[config.mk]
export PLATFORM = sky130hd
export DESIGN_NAME = wvb_reader
export DESIGN_NICKNAME = d
export VERILOG_FILES = /design/src/rtl/wvb_reader.sv
export SDC_FILE = /design/constraint.sdc
export NUM_CORES = 1
export LEC_CHECK = 0
export ABC_AREA = 1
export BUFFER_PORTS_ARGS = -buffer_cell sky130_fd_sc_hd__buf_4
export CAP_MARGIN = 0
export CELL_PAD_IN_SITES_DETAIL_PLACEMENT = 0
export CELL_PAD_IN_SITES_GLOBAL_PLACEMENT = 1
export CORE_MARGIN = 2
export CORE_UTILIZATION = 45
export CTS_BUF_LIST = sky130_fd_sc_hd__clkbuf_8
export CTS_CLUSTER_SIZE = 28
export DETAILED_ROUTE_END_ITERATION = 10
export GPL_TIMING_DRIVEN = 0
export PLACE_DENSITY_LB_ADDON = 0.15
export SLEW_MARGIN = 20
export SYNTH_ARGS = -nofsm -noshare
export SYNTH_HDL_FRONTEND = slang
export SYNTH_SLANG_ARGS = --single-unit
[constraint.sdc]
create_clock -name clk -period 2.5 [get_ports clk]
set_clock_uncertainty 0.1 [all_clocks]
set_input_delay 0.5 -clock clk [delete_from_list [all_inputs] [get_ports clk]]
set_output_delay 0.5 -clock clk [all_outputs]
set_load 0.005 [all_outputs]
[src/rtl/wvb_reader.sv]
// Waveform buffer readout: pops a header, streams 3 header words plus n samples
// over a valid/ready interface, using a credit-limited skid FIFO behind the storage latency.
module wvb_reader #(
   parameter int P_DATA_WIDTH = 28,
   parameter int P_ADR_WIDTH  = 15,
   parameter int P_HDR_WIDTH  = 87,
   parameter int P_LTC_WIDTH  = 48,
   parameter int P_RD_LATENCY = 2
) (
   input  logic                    clk,
   input  logic                    rst_n,
   input  logic                    en_i,
   input  logic                    hdr_empty_i,
   input  logic [P_HDR_WIDTH-1:0]  hdr_data_i,
   output logic                    hdr_rdreq_o,
   input  logic [P_DATA_WIDTH-1:0] wvb_data_i,
   output logic                    wvb_rdreq_o,
   output logic                    wvb_rddone_o,
   output logic [31:0]             dout_tdata_o,
   output logic                    dout_tvalid_o,
   input  logic                    dout_tready_i,
   output logic                    dout_tlast_o,
   output logic                    busy_o,
   output logic [15:0]             evt_cnt_o
);

   localparam int DEPTH    = P_RD_LATENCY + 2;
   localparam int PW       = $clog2(DEPTH);
   localparam int CW       = 4;
   localparam int MISC_LSB = 2 * P_ADR_WIDTH + P_LTC_WIDTH;
   localparam logic [CW-1:0] DEPTH_C = CW'(DEPTH);

   localparam logic [2:0] S_IDLE = 3'd0;
   localparam logic [2:0] S_HDR0 = 3'd1;
   localparam logic [2:0] S_HDR1 = 3'd2;
   localparam logic [2:0] S_HDR2 = 3'd3;
   localparam logic [2:0] S_DATA = 3'd4;
   localparam logic [2:0] S_DONE = 3'd5;

   logic [2:0]               state_q, state_d;
   logic [P_LTC_WIDTH-1:0]   ltc_q;
   logic [8:0]               misc_q;
   logic [15:0]              n_q, rd_issued_q, rd_recv_q, evt_cnt_q;
   logic [P_RD_LATENCY-1:0]  pipe_q;
   logic [P_DATA_WIDTH-1:0]  mem_q [DEPTH];
   logic [PW-1:0]            wr_ptr_q, rd_ptr_q;
   logic [CW-1:0]            cnt_q, in_flight;
   logic [P_ADR_WIDTH-1:0]   start_in, stop_in, span;
   logic [15:0]              n_in;
   logic                     push, pop, last_word, credit_ok, rd_phase;
   logic [31:0]              sample_word;

   function automatic logic [PW-1:0] ptr_inc(input logic [PW-1:0] p);
      return (p == PW'(DEPTH - 1)) ? '0 : p + 1'b1;
   endfunction

   assign stop_in  = hdr_data_i[P_ADR_WIDTH-1:0];
   assign start_in = hdr_data_i[2*P_ADR_WIDTH-1:P_ADR_WIDTH];
   assign span     = stop_in - start_in;
   assign n_in     = 16'(span) + 16'd1;

   // Combinational pop is gated by rst_n so no header is consumed while held in reset.
   assign hdr_rdreq_o = rst_n && (state_q == S_IDLE) && en_i && !hdr_empty_i;

   always_comb begin
      in_flight = '0;
      for (int i = 0; i < P_RD_LATENCY; i++) in_flight = in_flight + CW'(pipe_q[i]);
   end

   // Reserve FIFO space for every read still in the storage pipeline.
   assign credit_ok   = (cnt_q + in_flight) < DEPTH_C;
   assign rd_phase    = (state_q == S_HDR0) || (state_q == S_HDR1) ||
                        (state_q == S_HDR2) || (state_q == S_DATA);
   assign wvb_rdreq_o = rd_phase && (rd_issued_q < n_q) && credit_ok;
   assign push        = pipe_q[P_RD_LATENCY-1];
   assign pop         = (state_q == S_DATA) && (cnt_q != '0) && dout_tready_i;
   assign last_word   = (rd_recv_q == 16'(n_q - 16'd1));

   always_comb begin
      sample_word = '0;
      sample_word[P_DATA_WIDTH-1:0] = mem_q[rd_ptr_q];
   end

   always_comb begin
      dout_tdata_o  = '0;
      dout_tvalid_o = 1'b0;
      dout_tlast_o  = 1'b0;
      case (state_q)
         S_HDR0: begin
            dout_tvalid_o = 1'b1;
            dout_tdata_o  = {8'hA5, 8'h00, n_q};
         end
         S_HDR1: begin
            dout_tvalid_o = 1'b1;
            dout_tdata_o  = ltc_q[47:16];
         end
         S_HDR2: begin
            dout_tvalid_o = 1'b1;
            dout_tdata_o  = {ltc_q[15:0], 7'b0, misc_q};
         end
         S_DATA: begin
            dout_tvalid_o = (cnt_q != '0);
            dout_tdata_o  = (cnt_q != '0) ? sample_word : 32'd0;
            dout_tlast_o  = (cnt_q != '0) && last_word;
         end
         default: ;
      endcase
   end

   always_comb begin
      state_d = state_q;
      case (state_q)
         S_IDLE:  if (hdr_rdreq_o) state_d = S_HDR0;
         S_HDR0:  if (dout_tready_i) state_d = S_HDR1;
         S_HDR1:  if (dout_tready_i) state_d = S_HDR2;
         S_HDR2:  if (dout_tready_i) state_d = S_DATA;
         S_DATA:  if (pop && last_word) state_d = S_DONE;
         S_DONE:  state_d = S_IDLE;
         default: state_d = S_IDLE;
      endcase
   end

   always_ff @(posedge clk or negedge rst_n) begin
      if (!rst_n) begin
         state_q     <= S_IDLE;
         ltc_q       <= '0;
         misc_q      <= '0;
         n_q         <= '0;
         rd_issued_q <= '0;
         rd_recv_q   <= '0;
         evt_cnt_q   <= '0;
         pipe_q      <= '0;
         wr_ptr_q    <= '0;
         rd_ptr_q    <= '0;
         cnt_q       <= '0;
      end else begin
         state_q   <= state_d;
         pipe_q[0] <= wvb_rdreq_o;
         for (int i = 1; i < P_RD_LATENCY; i++) pipe_q[i] <= pipe_q[i-1];
         if (hdr_rdreq_o) begin
            ltc_q       <= hdr_data_i[MISC_LSB-1:2*P_ADR_WIDTH];
            misc_q      <= hdr_data_i[P_HDR_WIDTH-1:MISC_LSB];
            n_q         <= n_in;
            rd_issued_q <= '0;
            rd_recv_q   <= '0;
         end else begin
            if (wvb_rdreq_o) rd_issued_q <= rd_issued_q + 16'd1;
            if (pop)         rd_recv_q   <= rd_recv_q + 16'd1;
         end
         if (state_q == S_DONE) evt_cnt_q <= evt_cnt_q + 16'd1;
         if (push) wr_ptr_q <= ptr_inc(wr_ptr_q);
         if (pop)  rd_ptr_q <= ptr_inc(rd_ptr_q);
         if (push && !pop)      cnt_q <= cnt_q + 1'b1;
         else if (pop && !push) cnt_q <= cnt_q - 1'b1;
      end
   end

   always_ff @(posedge clk) begin
      if (push) mem_q[wr_ptr_q] <= wvb_data_i;
   end

   assign wvb_rddone_o = (state_q == S_DONE);
   assign busy_o       = (state_q != S_IDLE);
   assign evt_cnt_o    = evt_cnt_q;

endmodule

; Word level (Yosys, flattened, before mapping)
; Memory sizes are Yosys's and may differ from the RTL's.
; Index checks and enable logic that the tools add are counted.
[op_classes]
eq_ne = 13
n_mux = 20
n_lt_le_gt_ge = 2
addsub = 12
reduce_logical = 25
[ops]
columns = op, count
row1 = 32-bit case mux with 4 select lines, 1
row2 = 16-bit two-way mux, 4
row3 = 16-bit by 1-bit adder with 16-bit output (second input constant), 3
row4 = 28-bit two-way mux, 1
row5 = 15-bit by 1-bit adder with 16-bit output (second input constant), 1
row6 = 16-bit == test, 1
row7 = 16-bit less-than comparator, 1
row8 = 16-bit by 1-bit subtractor with 16-bit output (second input constant), 1
row9 = 3-bit two-way mux, 5
row10 = 3-bit case mux with 5 select lines, 1
row11 = 15-bit subtractor, 1
row12 = 1-bit logical AND, 11
row13 = 4-bit two-way mux, 2
row14 = 2-bit != test (second input constant), 4
row15 = 3-bit by 2-bit == test with 1-bit output (second input constant), 2
row16 = 3-bit == test (second input constant), 2
row17 = 2-bit nonzero test, 3
row18 = 5-bit AND reduction, 1
row19 = 2-bit by 1-bit adder with 2-bit output (second input constant), 2
row20 = 4-bit by 1-bit adder with 4-bit output (second input constant), 1
row21 = 4-bit by 2-bit adder with 4-bit output, 1
row22 = 2-bit == test (second input constant), 2
row23 = 4-bit by 3-bit less-than comparator with 1-bit output (second input constant), 1
row24 = 2-bit two-way mux, 2
row25 = other kinds (12), 18
[word_totals]
ramBits = 112
input_bits = 120
reg_bits = 134
output_inout_bits = 54
mem_count = 1
[mem_list]
columns = memory, words, word_bits, rd, rd_ports_with_merged_regs, wr, line
row1 = mem_q, 4, 28, 1, 0, 1, 45  ; logic [P_DATA_WIDTH-1:0] mem_q [DEPTH];

; Logic depth before layout (Yosys ltp)
; Gate-level depths: netlist of the first run.
[logic_depth]
ltp_word = 8
depth_mapped = 17
depth_no_buf = 17

; Worst setup path before layout of the first run
; No wires, ideal clock.
[synth_timing]
path_kind = in2reg
from = input hdr_data_i[0]
to = register n_q[12]
cell_stages = 14
arrival_ns = 2.284
setup_ns = 0.127
t_required_ns = 2.273
n_path_buf = 0
slack_ns = -0.011
path_cell_list = inv_1 > ha_1 > inv_1 > fa_1 > ha_1 > inv_1 > nor2_1 > nand3_1 > nor2_2 > nand4_2 > nor2_2 > nand3b_1 > nand3_1 > o21ai_0
[synth_between]
elab_chain_cells = 2
[synth_lines]
columns = element, line
row1 = start: declaration, 14  ; input logic [P_HDR_WIDTH-1:0] hdr_data_i,
row2 = 15-bit subtractor, 59  ; assign span = stop_in - start_in;
row3 = 15-bit by 1-bit adder with 16-bit output, 60  ; assign n_in = 16'(span) + 16'd1;
row4 = end signal: assignment, 143  ; n_q <= n_in;
row5 = end: declaration, 43  ; logic [15:0] n_q, rd_issued_q, rd_recv_q, evt_cnt_q;
; Every way passes these cells.
; A chain may end at the register's enable or synchronous reset.

; Worst setup path after layout of the first run
[layout_timing]
from = register n_q[0]
to = output dout_tlast_o
[layout_between]
elab_chain_cells = 4
[layout_lines]
columns = element, line
row1 = 16-bit by 1-bit subtractor with 16-bit output, 77  ; assign last_word = (rd_recv_q == 16'(n_q - 16'd1));
row2 = 16-bit == test, 77
row3 = 1-bit logical AND, 104  ; dout_tlast_o = (cnt_q != '0) && last_word;
row4 = 1-bit two-way mux, 88  ; case (state_q)
row5 = end: declaration, 22  ; output logic dout_tlast_o,
; Every way passes these cells.

==> flow_summary_export.csv, run 1 <==
group,metric,value,unit
timing,slew_headroom,51.20,%
timing,setup_viol,37,
critical_path,startpoint,"n_q[0]$_DFFE_PN0P_",
detailed_routing,drt-initial-drc-count,879,
power_and_ir_drop,p_per_area,1107,nW/um2
global_routing,grt_max_degree,73,
logic_synthesis,synthFlopType,"dfrtp_1",
detailed_routing,ant_nets,0,
logic_synthesis,yosysTopAreaCell,"edfxtp_1",
cells_and_area,final-seq-area,6729,um2
die,die_area,30130,um2
timing,fin_setup_tns,-8006,ps
cells_and_area,final_nets,1961,
cts,clkTransAtPathRegs,60,ps
power_and_ir_drop,p_total,19560,uW
global_routing,antenna_found_initial,1,
timing,min_period_over_period,121.0,%
timing,hold_ws,27.33,ps
detailed_routing,drt_wl_total,40.62,mm
timing,timing.final.ws_setup,-525.3,ps
cells_and_area,insertedDiodeCount,0,
power_and_ir_drop,leakagePower,0.008160,uW
detailed_routing,avgRoutedWirePerCell,18.38,um
cts,htreeDepth,2,
flow_run,maxCapViolations,0,
logic_synthesis,syn-cell-area,12940,um2
cts,cts.sinks,246,
outcome,failed_checks,"setup timing",
logic_synthesis,synth.most_common_cell,"nand2_1",
global_routing,grt_overflow,0,
timing,final_max_slew_viol_count,0,
detailed_routing,dr_total_vias,11720,
cells_and_area,multi_input_comb_area,6414,um2
timing,period_minus_slack,3025,ps
logic_synthesis,synth_top_area_share,25.99,%
critical_path,reg2reg_slack,-290,ps
outcome,status,"complete, but fails checks",
global_routing,grt_pass1_wl,61.83,mm
critical_path,arrival,2430,ps
critical_path,cp-end-kind,"primary output",
critical_path,startpoint_type,"register",
die,core-area,28470,um2
placed_design,placed_area,14760,um2
cts,cts_tree,"built",
timing,worstMarginPinSlew,731.0,ps
cells_and_area,fill_cells,2487,
die,die_h,173.6,um
min_path,hold_path.class,"input pin to register",
logic_synthesis,ys_ff_latch,246,
timing,max_freq,330.5,MHz
die,initial_utilization,45.45,%
logic_synthesis,ys_top_cells_by_area,"edfxtp_1 (26%), dfrtp_1 (26%), nand2_1 (13%)",
detailed_routing,drc,0,
global_routing,grt_usage,26.47,%
critical_path,critPathKind,"register to primary output",
timing,hold_viol,0,
logic_synthesis,avgSynthCellArea,8.621,um2
logic_synthesis,syn_nets,1666,
die,die_width,173.6,um
die,core.rowCount,62,
detailed_routing,drt_pre_antenna_iters,6,
timing,rsz0062_at_grt,"yes",
global_routing,grt_pass1_vias,11160,
critical_path,critPathMaxFanout,5,
cts,numCtsBuffers,43,
critical_path,regToRegStartpoint,"n_q[0]$_DFFE_PN0P_",
cells_and_area,syn_to_final_growth,36.57,%
critical_path,reg2reg_to,"state_q[0]$_DFFE_PN0P_",
cts,clock_latency,570,ps
critical_path,ff2ff_path_depth,21,
logic_synthesis,synth_edf_count,112,
cells_and_area,design_area,17670,um2
die,num_io_pins,174,
placed_design,place_congestion,0.8711,
critical_path,worstPathRequired,1900,ps
logic_synthesis,ys_seq_area_share,51.90,%
placed_design,port_buffers,173,
cts,cts_root_buffer,"clkbuf_8",
placed_design,dpl.hpwl,27.47,mm
logic_synthesis,yosysUniqueCellTypes,50,
detailed_routing,routed_via_density,5.305,
cts,clockBufferDepth,3,
logic_synthesis,async_reset_ff_share,54.47,%
cells_and_area,drive_gt1_share,30.12,%
power_and_ir_drop,max-vdd-ir-drop,0.6332,mV
critical_path,endpoint,"dout_tlast_o",
logic_synthesis,synth_common_cells,"nand2_1 (455), nor2_1 (143), dfrtp_1 (134)",
logic_synthesis,syn_inst,1501,
logic_synthesis,synth_warnings,0,
-- power breakdown --
part           leakage, uW  total [uW]  switching, uW  internal (uW)
sequential         0.00273        6300            949           5350
clock             0.000466        3490           1670           1820
combinational      0.00497        9780           5360           4420
-- timing repair --
item	4_1_cts	5_1_grt
resized for setup	257	124
buffers inserted	58	27
pin swaps	37	42
hold buffers	2	0
hold endpoints to repair	62	0
endpoints found under the setup margin	66	58
gates cloned	6	3
-- cell usage in the layout, fill, tap and decap left out, types with 9 or more instances in the layout --
master / instances
inv_2: 15
nor3_1: 13
xnor2_1: 22
o22ai_1: 15
nand4_1: 32
nor2_2: 14
o22ai_2: 16
buf_4: 197
nand2_2: 36
o21ai_0: 84
buf_2: 10
buf_6: 41
dfrtp_2: 10
nor2_4: 13
edfxtp_1: 112
nand2_1: 400
buf_8: 13
ha_4: 9
xor2_1: 25
nand3_2: 9
nor2_1: 125
clkbuf_1: 11
dfrtp_1: 124
nand2_4: 21
a21oi_1: 31
inv_1: 114
clkbuf_8: 55
nand3_1: 83
ha_1: 34
-- worst max-delay path, stage by stage, from the launching register on --
cell     delay, ps
dfrtp_1        380
inv_2          110
ha_4           190
nand2_4         90
nor2_4         200
nand3_2         90
nand2_2         80
nand2_1         50
inv_1           40
and3_1         130
nand4_1        110
nor3_2         210
buf_4          160
-- through the flow --
stage               std cells  utilization (%)  setup WS [ps]
global route             2210            62.07         -680.0
detailed placement       2059            51.84         -550.3
CTS                      2188            59.67         -503.7
finish                   2210            62.07         -525.3
floorplan                1501                -        0.02487
global placement         2058            51.72          -1537
-- cell families after synthesis --
group	Yosys count	share of synthesized area [%]
AO/OA/AOI/OAI	200	9.031
AND/OR/NAND/NOR	779	25.76
flip-flops	246	51.90
XOR/XNOR	51	3.452
adder cells (fa/ha/maj)	45	4.467
buffers and inverters	179	5.299
multiplexers	1	0.08702
-- area by class of cell --
class                           instances  area share, %
Buffer                                 48          2.485
Clock buffer                           50          3.894
Clock inverter                         25         0.6301
Inverter                              127          2.960
Multi-Input combinational cell       1076          36.29
Sequential cell                       246          38.08
Tap cell                              384          2.719
Timing Repair Buffer                  254          12.94
-- sequential cells by signal (all words and copies together), names as in the netlist, 3 cells and up --
signal / cells
n_q: 16
cnt_q: 4
state_q: 3
mem_q: 112
misc_q: 9
evt_cnt_o: 16
ltc_q: 48
rd_issued_q: 16
rd_recv_q: 16
-- per-layer routing --
| metal | share of wire, % | global-route usage, % | up-vias |
|---|---|---|---|
| li1 | - | - | 5612 |
| met1 | 42 | 35.77 | 5648 |
| met2 | 47 | 42.35 | 366 |
| met3 | 6.4 | 5.373 | 96 |
| met4 | 3.7 | 9.944 | 2 |
| met5 | 0.017 | 0 | - |
-- worst min-delay path by stage --
stage                                    from                     end  depth (start not counted)
final                          hdr_data_i[69]   ltc_q[39]$_DFFE_PN0P_                          3
after global routing           wvb_data_i[24]  mem_q[0][24]$_DFFE_PP_                          1
after CTS                      hdr_data_i[48]   ltc_q[18]$_DFFE_PN0P_                          3
after detailed placement  pipe_q[0]$_DFF_PN0_     pipe_q[1]$_DFF_PN0_                          0
after global placement    pipe_q[0]$_DFF_PN0_     pipe_q[1]$_DFF_PN0_                          0
after floorplan                         rst_n    cnt_q[0]$_DFFE_PN0P_                          0
Note: power is estimated with default switching activity, not from simulation.
==> inputs of run 2 (changes only) <==
- HOLD_SLACK_MARGIN: not set -> 0.12
==> run 2 against run 1 <==
Against the previous run:
- largest power group unchanged
- worst setup slack better by 11 ps
- power is 1.1% higher
- clock-buffer cell count stayed put
- non-clock buffer count is 90 higher
- utilization is 3.3 points higher
- via count is 2.6% higher
- die area stayed put
- final cell count is 4.1% higher
- the flow still finishes with violations (setup timing)
- worst hold slack better by 150 ps
- critical path depth stayed put
- routed wire length is 3.3% higher
- sequential power hardly changed
==> flow_summary_export.csv, run 2 (synthesis results as in run 1) <==
group,metric,value,unit
outcome,status,"complete, but fails checks",
outcome,failed_checks,"setup timing",
timing,worstMarginPinSlew,752.1,ps
global_routing,grt_overflow,0,
critical_path,critPathKind,"register to primary output",
timing,max_freq,331.7,MHz
timing,hold_ws,174.3,ps
die,num_io_pins,174,
detailed_routing,ant_nets,0,
critical_path,arrival,2410,ps
cts,clkTransAtPathRegs,50,ps
cells_and_area,layout_common_cells,"nand2_1 (404), buf_4 (196), nor2_1 (128)",
die,die_area,30130,um2
timing,rsz0062_at_grt,"yes",
detailed_routing,drt_wl_total,41.96,mm
placed_design,dp.cells,2059,
global_routing,grt_max_degree,73,
cts,htreeDepth,2,
cells_and_area,drive_gt1_share,28.60,%
critical_path,cp_top_family,"simple AND/OR/NAND/NOR gates",
cells_and_area,syn_to_final_growth,43.78,%
die,core-area,28470,um2
critical_path,cp-end-kind,"primary output",
placed_design,place_congestion,0.8711,
cts,numCtsBuffers,43,
placed_design,dpl.hpwl,27.47,mm
cells_and_area,largest_reg_flops,112,
timing,period_minus_slack,3015,ps
timing,slew_headroom,49.79,%
die,core.rowCount,62,
critical_path,critPathMaxFanout,5,
power_and_ir_drop,p_total,19790,uW
critical_path,slowest_stage,"dfrtp_1",
cts,cts_tree,"built",
global_routing,antenna_found_initial,2,
detailed_routing,drt-initial-drc-count,752,
cells_and_area,reg_top3,"mem_q: 112 flops, ltc_q: 48 flops",
cts,cts.sinks,246,
cells_and_area,stdcell_count,2301,
global_routing,grt_usage,27.28,%
die,initial_utilization,45.45,%
cells_and_area,largest-register,"mem_q",
placed_design,port_buffers,173,
cells_and_area,final_nets,2051,
detailed_routing,drc,0,
timing,min_period_over_period,120.6,%
critical_path,path_buf_inv,3,
global_routing,grt_pass1_wl,63.83,mm
die,die_width,173.6,um
detailed_routing,routed_via_density,5.227,
flow_run,maxCapViolations,0,
cts,clockBufferDepth,3,
min_path,hold_path.class,"input pin to register",
min_path,hold_depth,3,
power_and_ir_drop,max-vdd-ir-drop,0.6405,mV
detailed_routing,drt_pre_antenna_iters,5,
timing,setup_viol,37,
critical_path,startpoint_type,"register",
placed_design,placed_area,14760,um2
critical_path,worstSetupPathDepth,12,
critical_path,ff2ff_path_depth,21,
detailed_routing,dr_total_vias,12030,
critical_path,path_cells,"inv_2, ha_4, nand2_4, nor2_4, nand3_2, nand2_2, nand2_1, inv_1, and3_1, nand4_1, nor3_2, buf_4",
detailed_routing,avgRoutedWirePerCell,18.24,um
cts,clock_latency,570,ps
cells_and_area,final_common_cell,"nand2_1",
timing,hold_viol,0,
power_and_ir_drop,p_per_area,1063,nW/um2
die,die_h,173.6,um
timing,fin_setup_tns,-9671,ps
critical_path,slowest_delay,380,ps
timing,final_max_slew_viol_count,0,
critical_path,reg2reg_slack,-280,ps
cts,cts_root_buffer,"clkbuf_8",
timing,timing.final.ws_setup,-514.8,ps
power_and_ir_drop,leakagePower,0.008561,uW
cells_and_area,design_area,18610,um2
critical_path,worstPathRequired,1900,ps
global_routing,grt_pass1_vias,11650,
run 2: cell types whose count changed in the layout (fill, tap and decap cells not counted), sizes merged:
cell         change
buf              +1
dlygate4sd3     +85
diode            +1
clkbuf           +4
run 2: final cells by class:
class,instances,area (um2)
Antenna cell,1,2.502
Timing Repair Buffer,345,3242
Fill cell,2362,9864
Clock buffer,50,688.2
Clock inverter,25,111.4
Buffer,47,414.1
Tap cell,384,480.5
Sequential cell,246,6729
Inverter,127,523.0
Multi-Input combinational cell,1076,6415
run 2: final timing paths:
check                                          from                       end
worst max-delay path             n_q[0]$_DFFE_PN0P_              dout_tlast_o
min in group asynchronous                     rst_n  rd_recv_q[9]$_DFFE_PN0P_
worst min-delay path                  dout_tready_i  rd_recv_q[0]$_DFFE_PN0P_
worst min register to register  pipe_q[0]$_DFF_PN0_       pipe_q[1]$_DFF_PN0_
max in group asynchronous                     rst_n   rd_ptr_q[0]$_DFFE_PN0P_
worst max register to register   n_q[3]$_DFFE_PN0P_    state_q[0]$_DFFE_PN0P_
run 2: power breakdown:
| group | leakage (uW) | switching (uW) | internal (uW) | total, uW |
|---|---|---|---|---|
| Combinational | 0.00537 | 5430 | 4570 | 10000 |
| Sequential | 0.00273 | 944 | 5350 | 6290 |
| Clock | 0.000466 | 1680 | 1820 | 3500 |
| Total | 0.00856 | 8050 | 11700 | 19800 |
run 2: what timing repair did:
item                       4_1_cts  5_1_grt
gates resized for setup        257      118
hold endpoints to repair       231        0
pin swaps                       37       37
buffers inserted                58       37
hold buffers                    87        0
gates cloned                     6        3
setup endpoints to repair       66       58
run 2: worst min-delay path: cells and delay by family:
| kind | cells | cell delay (ps) |
|---|---|---|
| and+or+nand+nor | 1 | 100 |
| buffers and inverters | 1 | 130 |
| AOI/OAI and AO/OA | 1 | 60 |
run 2: metrics by stage:
step / setup slack, ps / utilization [%]
floorplan: 0.02487 / -
global placement: -1537 / 51.72
detailed placement: -550.3 / 51.84
CTS: -503.7 / 62.66
global route: -680.1 / 65.35
finish: -514.8 / 65.35
run 2: per-layer routing:
layer | track usage, % | up-vias | wire length (um)
met4 | 10.57 | 2 | 1611
met2 | 44.40 | 368 | 20080
met5 | 0 | - | 7
li1 | - | 5803 | -
met3 | 5.789 | 103 | 2623
met1 | 35.90 | 5752 | 17640
==> inputs of run 3 (changes only) <==
- ABC_AREA: 1 -> not set
- CORE_UTILIZATION: 45 -> 47
==> run 3 against run 2 <==
Against the previous run:
- the flow still finishes with violations (setup timing)
- power down 15%
- final area down 4.8%
- clock power down 1%
- combinational power down 26%
- critical path type unchanged
- critical endpoint unchanged
==> flow_summary_export.csv, run 3 <==
group,metric,value,unit
detailed_routing,drt_wl_total,35.93,mm
die,die_width,166.5,um
detailed_routing,ant_nets,0,
cts,clkTransAtPathRegs,60,ps
detailed_routing,drc,0,
logic_synthesis,ys_seq_area_share,54.11,%
cells_and_area,insertedDiodeCount,0,
logic_synthesis,synth_top_area_share,27.10,%
logic_synthesis,syn-cell-area,12410,um2
timing,period_minus_slack,3402,ps
timing,fin_setup_tns,-21180,ps
detailed_routing,routed_via_density,5.491,
logic_synthesis,syn_nets,1313,
logic_synthesis,yosysTopAreaCell,"edfxtp_1",
logic_synthesis,synthFlopType,"dfrtp_1",
timing,final_max_slew_viol_count,0,
placed_design,port_buffers,173,
timing,setup_viol,84,
cells_and_area,final_common_cell,"nand2_1",
global_routing,grt_overflow,0,
cts,htreeDepth,2,
detailed_routing,avgRoutedWirePerCell,19.02,um
timing,rsz0062_at_grt,"yes",
logic_synthesis,synth_common_cells,"nand2_1 (245), dfrtp_1 (134), edfxtp_1 (112)",
logic_synthesis,syn_inst,1148,
critical_path,critPathMaxFanout,6,
flow_run,maxCapViolations,0,
cts,cts_tree,"built",
global_routing,grt_max_degree,59,
die,die_area,27720,um2
critical_path,ff2ff_path_depth,14,
die,num_io_pins,174,
power_and_ir_drop,max-vdd-ir-drop,0.5291,mV
logic_synthesis,synth.most_common_cell,"nand2_1",
cells_and_area,drive_gt1_share,33.59,%
outcome,failed_checks,"setup timing",
timing,hold_viol,0,
cells_and_area,fill_cells,1971,
power_and_ir_drop,leakagePower,0.007770,uW
cts,clock_latency,550,ps
logic_synthesis,synth_warnings,0,
placed_design,pre_cts_ws,-1233,ps
global_routing,grt_pass1_wl,56.05,mm
die,die_h,166.5,um
critical_path,critPathKind,"register to primary output",
cts,cts.sinks,246,
die,initial_utilization,47.77,%
critical_path,cp-end-kind,"primary output",
power_and_ir_drop,p_per_area,952.5,nW/um2
timing,hold_ws,130.2,ps
timing,slew_headroom,49.16,%
cells_and_area,reg_top3,"mem_q: 112 flops, ltc_q: 48 flops",
timing,worstMarginPinSlew,762.6,ps
power_and_ir_drop,p_clk_share,20.5,%
logic_synthesis,synth_edf_count,112,
cells_and_area,final-seq-area,6734,um2
power_and_ir_drop,swShare,37.03,%
cells_and_area,syn_to_final_growth,42.77,%
global_routing,grt_usage,25.63,%
logic_synthesis,yosysUniqueCellTypes,71,
min_path,hold_path.class,"input pin to register",
critical_path,startpoint_type,"register",
detailed_routing,dr_total_vias,10370,
cts,numCtsBuffers,43,
cells_and_area,largest-register,"mem_q",
die,core.rowCount,59,
cells_and_area,final_nets,1687,
outcome,status,"complete, but fails checks",
power_and_ir_drop,comb_power_share,44.0,%
min_path,hold_depth,3,
power_and_ir_drop,seq_power_share,35.5,%
cts,clockBufferDepth,3,
power_and_ir_drop,intPower,10630,uW
timing,max_freq,294.0,MHz
cells_and_area,layout_common_cells,"nand2_1 (231), buf_4 (203), dfrtp_1 (120)",
detailed_routing,drt-initial-drc-count,895,
cells_and_area,largest_reg_flops,112,
logic_synthesis,async_reset_ff_share,54.47,%
cells_and_area,multi_input_comb_area,6008,um2
global_routing,antenna_found_initial,0,
cts,cts_root_buffer,"clkbuf_8",
cells_and_area,final_util,68.20,%
critical_path,arrival,2800,ps
placed_design,place_congestion,0.8689,
critical_path,worstPathRequired,1900,ps
timing,timing.final.ws_setup,-901.6,ps
logic_synthesis,avgSynthCellArea,10.81,um2
logic_synthesis,ys_top_cells_by_area,"edfxtp_1 (27%), dfrtp_1 (27%), nand2_1 (7.4%)",
power_and_ir_drop,p_sw,6250,uW
placed_design,dpl.hpwl,23.62,mm
global_routing,grt_pass1_vias,10150,
detailed_routing,drt_pre_antenna_iters,6,
timing,min_period_over_period,136.1,%
die,core-area,25980,um2
logic_synthesis,ys_ff_latch,246,
==> run 3: changes by cell type after synthesis, moves of 12 or more <==
cell	previous run	this run
nand2_1	455	245
nor2_1	143	60
nand3_1	90	29
inv_1	121	61
o21ai_0	93	52
o22ai_1	32	1
mux4_2	0	28
a222oi_1	0	17
or3_1	0	13
and3_1	1	13
xnor2_1	25	37
==> run 3: worst paths after layout <==
path,to,slack (ps),startpoint
max,dout_tlast_o,-900,n_q[4]$_DFFE_PN0P_
min,ltc_q[25]$_DFFE_PN0P_,130,hdr_data_i[55]
max reg2reg,rd_issued_q[6]$_DFFE_PN0P_,-270,cnt_q[0]$_DFFE_PN0P_
min reg2reg,pipe_q[1]$_DFF_PN0_,350,pipe_q[0]$_DFF_PN0_
max in group asynchronous,n_q[10]$_DFFE_PN0P_,1290,rst_n
min in group asynchronous,rd_issued_q[4]$_DFFE_PN0P_,540,rst_n
==> run 3: kinds of logic (layout without fill, tap and decap cells) <==
| group | after synthesis | count (layout) | synth area share [%] |
|---|---|---|---|
| flops | 246 | 246 | 54.11 |
| fa+ha+maj | 45 | 45 | 4.657 |
| buf+inv | 118 | 524 | 3.690 |
| xor+xnor | 73 | 73 | 5.151 |
| simple gates | 442 | 442 | 16.22 |
| mux | 34 | 34 | 5.605 |
| compound gates | 190 | 190 | 10.56 |
==> run 3: cell type report <==
cell class	instances	area share, %
Tap cell	335	2.365
Clock buffer	49	3.806
Buffer	50	2.302
Inverter	62	1.560
Multi-Input combinational cell	784	33.91
Timing Repair Buffer	335	17.33
Clock inverter	28	0.7343
Sequential cell	246	38.00
==> run 3: metal layers <==
layer | GRT usage [%] | part of all wire (%)
met1 | 36.81 | 44
met2 | 40.57 | 46
met3 | 3.874 | 6.7
met4 | 7.871 | 3.1
met5 | 0 | 0
==> run 3: worst max-delay path, cell delays in order (launching register included) <==
cell	delay [ps]
dfrtp_2	450
nor4_4	280
buf_6	160
buf_4	120
nand3_4	60
or3_1	340
a21oi_2	140
a311oi_2	70
a2111oi_4	450
buf_4	180
==> run 3: power groups by stage <==
stage                     clock network (uW)  registers, uW  logic, uW
after CTS                               3510           5950       6830
after detailed placement                   0           5990       5370
final                                   3450           5990       7430
after global placement                     0           5980       5260
after floorplan                            0           5740       3430
after global routing                    3720           6080       8030
==> run 3: per-stage QoR <==
step,std cells,area [um2],power [uW]
2_1_floorplan,1148,12510,9169
3_3_place_gp,1656,14220,11240
3_5_place_dp,1659,14300,11360
4_1_cts,1865,17190,16300
5_1_grt,1889,17720,17830
6_report,1889,17720,16880
==> run 3: what timing repair did <==
| action | 4_1_cts | 5_1_grt |
|---|---|---|
| pin swaps | 58 | 41 |
| hold endpoints to repair | 227 | 76 |
| setup endpoints to repair | 137 | 127 |
| buffers inserted | 41 | 30 |
| hold buffers | 90 | 1 |
| gates cloned | 3 | 0 |
| resized for setup | 216 | 97 |
